$ cat src/rtl/crossbar_pkg.sv
// crossbar shared helpers.
// Selector width derivation for the event router.
package crossbar_pkg;

  function automatic int sel_bits(input int n);
    return (n > 1) ? $clog2(n) : 1;
  endfunction

endpackage

$ cat src/rtl/crossbar_mux.sv
// crossbar_mux: N_IN:1 one-bit selector.
// Selectors at or beyond N_IN yield 0.
module crossbar_mux #(
  parameter int N_IN = 32,
  parameter int W    = 5
) (
  input  logic [N_IN-1:0] vector_i,
  input  logic [W-1:0]    sel_i,
  output logic            event_o
);

  // Equality scan keeps an X selector from leaking into other lanes
  always_comb begin
    event_o = 1'b0;
    for (int i = 0; i < N_IN; i++) begin
      if (sel_i == W'(i)) event_o = vector_i[i];
    end
  end

endmodule

$ cat src/rtl/crossbar.sv
// crossbar: configurable event router.
// Each output registers its selected input event.
module crossbar
  import crossbar_pkg::*;
#(
  parameter  int N_OUT      = 24,
  parameter  int N_IN       = 32,
  localparam int N_BITS_CFG = sel_bits(N_IN)
) (
  input  logic                  clk_i,
  input  logic                  rstn_i,
  input  logic                  vector_i [0:N_IN-1],
  output logic                  vector_o [0:N_OUT-1],
  input  logic [N_BITS_CFG-1:0] cfg_i    [0:N_OUT-1]
);

  logic [N_IN-1:0]  vin;
  logic [N_OUT-1:0] sel;
  logic [N_OUT-1:0] q;

  for (genvar i = 0; i < N_IN; i++) begin : g_in
    assign vin[i] = vector_i[i];
  end

  for (genvar j = 0; j < N_OUT; j++) begin : g_out
    crossbar_mux #(
      .N_IN (N_IN),
      .W    (N_BITS_CFG)
    ) u_mux (
      .vector_i (vin),
      .sel_i    (cfg_i[j]),
      .event_o  (sel[j])
    );
    assign vector_o[j] = q[j];
  end

  always_ff @(posedge clk_i or negedge rstn_i) begin
    if (!rstn_i) q <= '0;
    else         q <= sel;
  end

endmodule

$ cat config.mk
export PLATFORM = sky130hd
export DESIGN_NAME = crossbar
export DESIGN_NICKNAME = d
export VERILOG_FILES = /design/src/rtl/crossbar_pkg.sv /design/src/rtl/crossbar_mux.sv /design/src/rtl/crossbar.sv
export SDC_FILE = /design/constraint.sdc
export NUM_CORES = 1
export LEC_CHECK = 0
export ABC_CLOCK_PERIOD_IN_PS = 800
export BUFFER_PORTS_ARGS = -buffer_cell sky130_fd_sc_hd__buf_2
export CAP_MARGIN = 20
export CELL_PAD_IN_SITES_DETAIL_PLACEMENT = 1
export CELL_PAD_IN_SITES_GLOBAL_PLACEMENT = 1
export CORE_MARGIN = 2
export CORE_UTILIZATION = 47
export CTS_BUF_LIST = sky130_fd_sc_hd__clkbuf_2 sky130_fd_sc_hd__clkbuf_4 sky130_fd_sc_hd__clkbuf_8
export DETAILED_ROUTE_END_ITERATION = 6
export PLACE_DENSITY = 0.95
export SYNTH_ARGS = -nofsm -noshare
export SYNTH_HDL_FRONTEND = slang
export SYNTH_SLANG_ARGS = --single-unit
$ cat constraint.sdc
create_clock -name clk_i -period 0.8 [get_ports clk_i]
set_clock_uncertainty 0.05 [all_clocks]
set_input_delay 0.08 -clock clk_i [delete_from_list [all_inputs] [get_ports clk_i]]
set_output_delay 0.08 -clock clk_i [all_outputs]
set_load 0.005 [all_outputs]
==> results of run 1 <==
per-stage QoR:
step / setup TNS [ns] / setup WS [ns] / hold WS (ns)
floorplan: -13.25 / -0.679 / -0.266
global placement: -21.67 / -0.991 / 0.0136
detailed placement: -27.98 / -1.48 / 0.0173
cell families after synthesis:
group                  count (synthesis)  synth area share, %
AO/OA/AOI/OAI                        614                 36.2
flip-flops                            24                 5.26
AND/OR/NAND/NOR                      568                 26.2
buffers and inverters                285                 10.8
XOR/XNOR                               2                0.153
multiplexers                         164                 21.4
==> metrics.txt, run 1 <==
# TYPE chip_impl_metric gauge
chip_impl_metric{name="synth-edff-count",unit=""} 0
chip_impl_info{name="toolErrorMsg",value="[ERROR DPL-0033] detailed placement checks failed during check placement."} 1
chip_impl_metric{name="cts_inserted_buffers",unit=""} 3
chip_impl_info{name="synth.largest_area_cell",value="sky130_fd_sc_hd__mux4_2"} 1
chip_impl_metric{name="effective_utilization_at_floorplan",unit="%"} 47.4
chip_impl_metric{name="ys_seq_area_share",unit="%"} 5.26
chip_impl_metric{name="buffers_on_ports",unit=""} 177
chip_impl_metric{name="globalplace.congestion",unit=""} 1.12
chip_impl_info{name="post_synth_most_frequent_cells",value="137 x sky130_fd_sc_hd__o21ai_0, 126 x sky130_fd_sc_hd__a21oi_1, 120 x sky130_fd_sc_hd__nand2_1"} 1
chip_impl_metric{name="dp_hpwl",unit="mm"} 68.0
chip_impl_metric{name="mean_instance_size_in_the_synthesized_netlist",unit="um2"} 6.89
chip_impl_metric{name="yosys_warnings",unit=""} 0
chip_impl_metric{name="syn_area",unit="um2"} 11400
chip_impl_info{name="status",value="did not finish"} 1
chip_impl_metric{name="rows",unit=""} 57
chip_impl_info{name="last-stage-reached",value="clock tree synthesis"} 1
chip_impl_info{name="synth.top_cells.by_area",value="sky130_fd_sc_hd__mux4_2 12%, sky130_fd_sc_hd__mux2i_1 6.4%, sky130_fd_sc_hd__o21ai_0 6.0%, sky130_fd_sc_hd__a21oi_1 5.5%, sky130_fd_sc_hd__dfrtp_1 5.3%"} 1
chip_impl_metric{name="synthDominantCellAreaShare",unit="%"} 12.0
chip_impl_metric{name="h-tree-depth",unit=""} 1
chip_impl_metric{name="chipWidth",unit="um"} 160
chip_impl_metric{name="cts_hold_buf",unit=""} 1
chip_impl_metric{name="ys_types",unit=""} 89
chip_impl_metric{name="postCtsResizedCells",unit=""} 371
chip_impl_metric{name="dieHeight",unit="um"} 160
chip_impl_metric{name="synth.ff_latch_count",unit=""} 24
chip_impl_metric{name="mappedNetlistNets",unit=""} 1811
chip_impl_info{name="synthMostInstantiatedCell",value="sky130_fd_sc_hd__o21ai_0"} 1
chip_impl_metric{name="placement.cell_area",unit="um2"} 16100
chip_impl_metric{name="io_pins",unit=""} 178
chip_impl_metric{name="post_synth_inst_count",unit=""} 1657
chip_impl_info{name="cts-root-buf",value="sky130_fd_sc_hd__clkbuf_8"} 1
chip_impl_metric{name="asyncSetResetFlopFracSynth",unit="%"} 100
chip_impl_metric{name="cts_post_setup_buffers_inserted",unit=""} 42
chip_impl_metric{name="number_of_clock_sinks_seen_by_cts",unit=""} 24
chip_impl_metric{name="place.detailed.instances",unit=""} 2468
chip_impl_info{name="postSynth.topFlopCell",value="sky130_fd_sc_hd__dfrtp_1"} 1
chip_impl_metric{name="clock_path_buffers",unit=""} 2
==> run 2, diff against run 1 <==
- CELL_PAD_IN_SITES_DETAIL_PLACEMENT: 1 -> unset
- CELL_PAD_IN_SITES_GLOBAL_PLACEMENT: 1 -> unset
- CORE_UTILIZATION: 47 -> 40
- CTS_BUF_LIST: sky130_fd_sc_hd__clkbuf_2 sky130_fd_sc_hd__clkbuf_4 sky130_fd_sc_hd__clkbuf_8 -> unset
- PLACE_DENSITY: 0.95 -> unset
- PLACE_DENSITY_LB_ADDON: unset -> 0.15
==> metrics.txt, run 2 <==
# TYPE chip_impl_metric gauge
chip_impl_metric{name="drive_gt1_share",unit="%"} 43.8
chip_impl_metric{name="timing.final.hold_violations",unit=""} 0
chip_impl_metric{name="grt_start_max_net_pins",unit=""} 25
chip_impl_metric{name="synth_simple_gate_area_share",unit="%"} 26.2
chip_impl_metric{name="synth.ff_latch_count",unit=""} 24
chip_impl_metric{name="vdd_drop_max",unit="mV"} 0.992
chip_impl_metric{name="critical_path_depth",unit=""} 7
chip_impl_metric{name="asyncSetResetFlopFracSynth",unit="%"} 100
chip_impl_metric{name="groute.usage.overall",unit="%"} 39.3
chip_impl_metric{name="drt_iter0_markers",unit=""} 2243
chip_impl_info{name="crit_chain",value="buf_12 -> buf_12 -> mux4_2 -> mux2_4 -> o21ai_2 -> a31oi_1 -> a31o_1"} 1
chip_impl_info{name="critical_path.startpoint_type",value="input port"} 1
chip_impl_metric{name="syn_area",unit="um2"} 11400
chip_impl_metric{name="maxSlewViolCount",unit=""} 0
chip_impl_metric{name="largest_reg_flops",unit=""} 24
chip_impl_metric{name="compound_gate_fraction_of_synth_area",unit="%"} 36.2
chip_impl_metric{name="finalHoldWorstSlack",unit="ns"} 0.0172
chip_impl_metric{name="timing_worst_slew_pin_value",unit="ns"} 0.463
chip_impl_metric{name="mappedNetlistNets",unit=""} 1811
chip_impl_metric{name="synthToLayoutAreaGrowth",unit="%"} 60.3
chip_impl_metric{name="cts_inserted_buffers",unit=""} 3
chip_impl_metric{name="synth_mux_area_share",unit="%"} 21.4
chip_impl_info{name="mostFrequentLayoutCells",value="528 x sky130_fd_sc_hd__buf_4, 129 x sky130_fd_sc_hd__buf_2, 117 x sky130_fd_sc_hd__nand2_1, 117 x sky130_fd_sc_hd__a21oi_1, 115 x sky130_fd_sc_hd__o21ai_0"} 1
chip_impl_info{name="rsz_0062_raised_after_global_routing",value="true"} 1
chip_impl_metric{name="post_synth_inst_count",unit=""} 1657
chip_impl_metric{name="core_region_area",unit="um2"} 27900
chip_impl_info{name="synth.largest_area_cell",value="sky130_fd_sc_hd__mux4_2"} 1
chip_impl_info{name="layout_commonest_cell",value="sky130_fd_sc_hd__buf_4"} 1
chip_impl_metric{name="ys_types",unit=""} 89
chip_impl_metric{name="rows",unit=""} 61
chip_impl_metric{name="remaining_drcs",unit=""} 9
chip_impl_metric{name="wl_per_cell",unit="um"} 24.3
chip_impl_metric{name="first_pass_grt_wire_length",unit="mm"} 92.9
chip_impl_metric{name="mean_instance_size_in_the_synthesized_netlist",unit="um2"} 6.89
chip_impl_metric{name="nFillCells",unit=""} 2481
chip_impl_metric{name="antenna_found_initial",unit=""} 2
chip_impl_metric{name="crit_path_max_incr_delay",unit="ns"} 0.47
chip_impl_info{name="synthMostInstantiatedCell",value="sky130_fd_sc_hd__o21ai_0"} 1
chip_impl_metric{name="worst_ep_required_time",unit="ns"} 0.97
chip_impl_info{name="cts_tree",value="yes"} 1
chip_impl_metric{name="hold_path_depth",unit=""} 3
chip_impl_metric{name="yosys_warnings",unit=""} 0
chip_impl_metric{name="post_synth_fa_ha_maj_area_fraction",unit="%"} 0
chip_impl_metric{name="dp_hpwl",unit="mm"} 45.3
chip_impl_metric{name="synthDominantCellAreaShare",unit="%"} 12.0
chip_impl_metric{name="critical_path.max_fanout",unit=""} 5
chip_impl_info{name="path_common_cell",value="sky130_fd_sc_hd__buf_12"} 1
chip_impl_info{name="cts-root-buf",value="sky130_fd_sc_hd__clkbuf_16"} 1
chip_impl_metric{name="max_slew_headroom",unit="%"} 68.7
chip_impl_info{name="end_kind",value="flop"} 1
chip_impl_metric{name="yosys.area_share.xor_xnor",unit="%"} 0.153
chip_impl_metric{name="dieHeight",unit="um"} 173
chip_impl_info{name="criticalPathCategory",value="in2reg"} 1
chip_impl_metric{name="place.detailed.instances",unit=""} 2549
chip_impl_metric{name="clock_path_buffers",unit=""} 2
chip_impl_metric{name="fmaxAchievable",unit="MHz"} 747
chip_impl_metric{name="chipWidth",unit="um"} 173
chip_impl_info{name="synth_top_family_by_area",value="compound AO/OA/AOI/OAI gates"} 1
chip_impl_metric{name="dr_total_vias",unit=""} 16800
chip_impl_metric{name="cp.arrival",unit="ns"} 1.51
chip_impl_metric{name="synth-edff-count",unit=""} 0
chip_impl_metric{name="nets",unit=""} 2387
chip_impl_info{name="worst_path_dominant_cell_family",value="multiplexers"} 1
chip_impl_info{name="largest-register",value="q"} 1
chip_impl_metric{name="dp_slack",unit="ns"} -1.08
chip_impl_metric{name="cap_viol_max_count",unit=""} 0
chip_impl_metric{name="fin_util",unit="%"} 65.6
chip_impl_metric{name="detail_route.wirelength",unit="mm"} 63.4
chip_impl_metric{name="io_pins",unit=""} 178
chip_impl_info{name="cpMaxStageDelayCell",value="sky130_fd_sc_hd__mux4_2"} 1
chip_impl_metric{name="fin_ws",unit="ns"} -0.539
chip_impl_metric{name="number_of_clock_sinks_seen_by_cts",unit=""} 24
chip_impl_info{name="failed_checks",value="design-rule violations, negative setup slack"} 1
chip_impl_metric{name="globalRoute.totalOverflow",unit=""} 0
chip_impl_metric{name="ys_seq_area_share",unit="%"} 5.26
chip_impl_metric{name="effective_utilization_at_floorplan",unit="%"} 40.9
chip_impl_metric{name="first_global_vias",unit=""} 15700
chip_impl_metric{name="vias_per_cell",unit=""} 6.45
chip_impl_info{name="status",value="finished, violations left"} 1
chip_impl_metric{name="final.min_clock_period",unit="ns"} 1.34
chip_impl_metric{name="critical_path_buf_inv_count",unit=""} 2
chip_impl_metric{name="multi_input_comb_area",unit="um2"} 10100
chip_impl_metric{name="final-setup-viol-count",unit=""} 48
chip_impl_metric{name="power.leakage",unit="nW"} 7.98
chip_impl_metric{name="drtAntennaViolNets",unit=""} 0
chip_impl_metric{name="fp.dieArea",unit="um2"} 29900
chip_impl_metric{name="h-tree-depth",unit=""} 1
chip_impl_info{name="biggestRegsByFlops",value="q x24"} 1
chip_impl_metric{name="clk_pin_slew",unit="ns"} 0.12
chip_impl_metric{name="register_area",unit="um2"} 601
chip_impl_info{name="hold_class",value="in2reg"} 1
chip_impl_metric{name="globalplace.congestion",unit=""} 1.01
chip_impl_metric{name="buffers_on_ports",unit=""} 177
chip_impl_metric{name="first_pass_iters",unit=""} 7
chip_impl_info{name="post_synth_most_frequent_cells",value="137 x sky130_fd_sc_hd__o21ai_0, 126 x sky130_fd_sc_hd__a21oi_1, 120 x sky130_fd_sc_hd__nand2_1"} 1
chip_impl_metric{name="fin_crit_sh",unit="%"} 167
chip_impl_info{name="postSynth.topFlopCell",value="sky130_fd_sc_hd__dfrtp_1"} 1
chip_impl_info{name="synth.top_cells.by_area",value="sky130_fd_sc_hd__mux4_2 12%, sky130_fd_sc_hd__mux2i_1 6.4%, sky130_fd_sc_hd__o21ai_0 6.0%, sky130_fd_sc_hd__a21oi_1 5.5%, sky130_fd_sc_hd__dfrtp_1 5.3%"} 1
chip_impl_metric{name="powerDensity",unit="nW/um2"} 764
chip_impl_metric{name="finalNonFillerCells",unit=""} 2611
[run 2: cell families (layout without fill, tap and decap cells)]
family | after synthesis | after routing
and+or+nand+nor | 568 | 568
other | 0 | 1
buffers and inverters | 285 | 860
xor gates and xnor gates | 2 | 2
muxes | 164 | 164
AOI/OAI and AO/OA | 614 | 614
DFF | 24 | 24
[run 2: through the flow]
stage / setup TNS [ns] / total power [mW] / cell area [um2]
4_1_cts: -14.79 / 13.1 / 17500
6_report: -14.99 / 14.0 / 18300
2_1_floorplan: -13.25 / 6.44 / 11900
3_3_place_gp: -22.93 / 10.8 / 16600
5_1_grt: -16.56 / 14.5 / 18300
3_5_place_dp: -23.37 / 10.9 / 16600
[run 2: cell type report]
| class | count | share of cell area, % |
|---|---|---|
| multi-input combinational | 1348 | 55.1 |
| antenna | 1 | 0.0137 |
| timing repair buffer | 789 | 37.1 |
| sequential | 24 | 3.28 |
| inverter | 67 | 1.43 |
| clock buffer | 4 | 0.485 |
| tap | 378 | 2.58 |
[run 2: worst paths after layout]
path,from,to
setup / recovery,vector_i[31],q[13]
hold / removal,cfg_i[94],q[5]
max in group asynchronous,rstn_i,q[18]
min in group asynchronous,rstn_i,q[3]
[run 2: what timing repair did]
item | 4_1_cts | 5_1_grt
hold endpoints to repair | 24 | 0
setup endpoints to repair | 48 | 48
gates cloned | 4 | 6
pin swaps | 51 | 71
hold buffers | 1 | 0
setup buffers | 23 | 24
resized for setup | 152 | 124
[run 2: metal layers]
layer  wire length (um)  track usage, %  part of all wire, %
met1              24700            52.7                   39
met2              27700            61.5                   44
met3               7310            6.13                   12
met4               3610            19.4                  5.7
met5                 11               0                0.017
[run 2: power by group]
part	total, mW	internal, mW	switching (mW)
Clock	1.74	0.787	0.953
Sequential	1.49	1.41	0.0827
Combinational	10.8	5.35	5.41
Note: power is estimated with default switching activity, not from simulation.
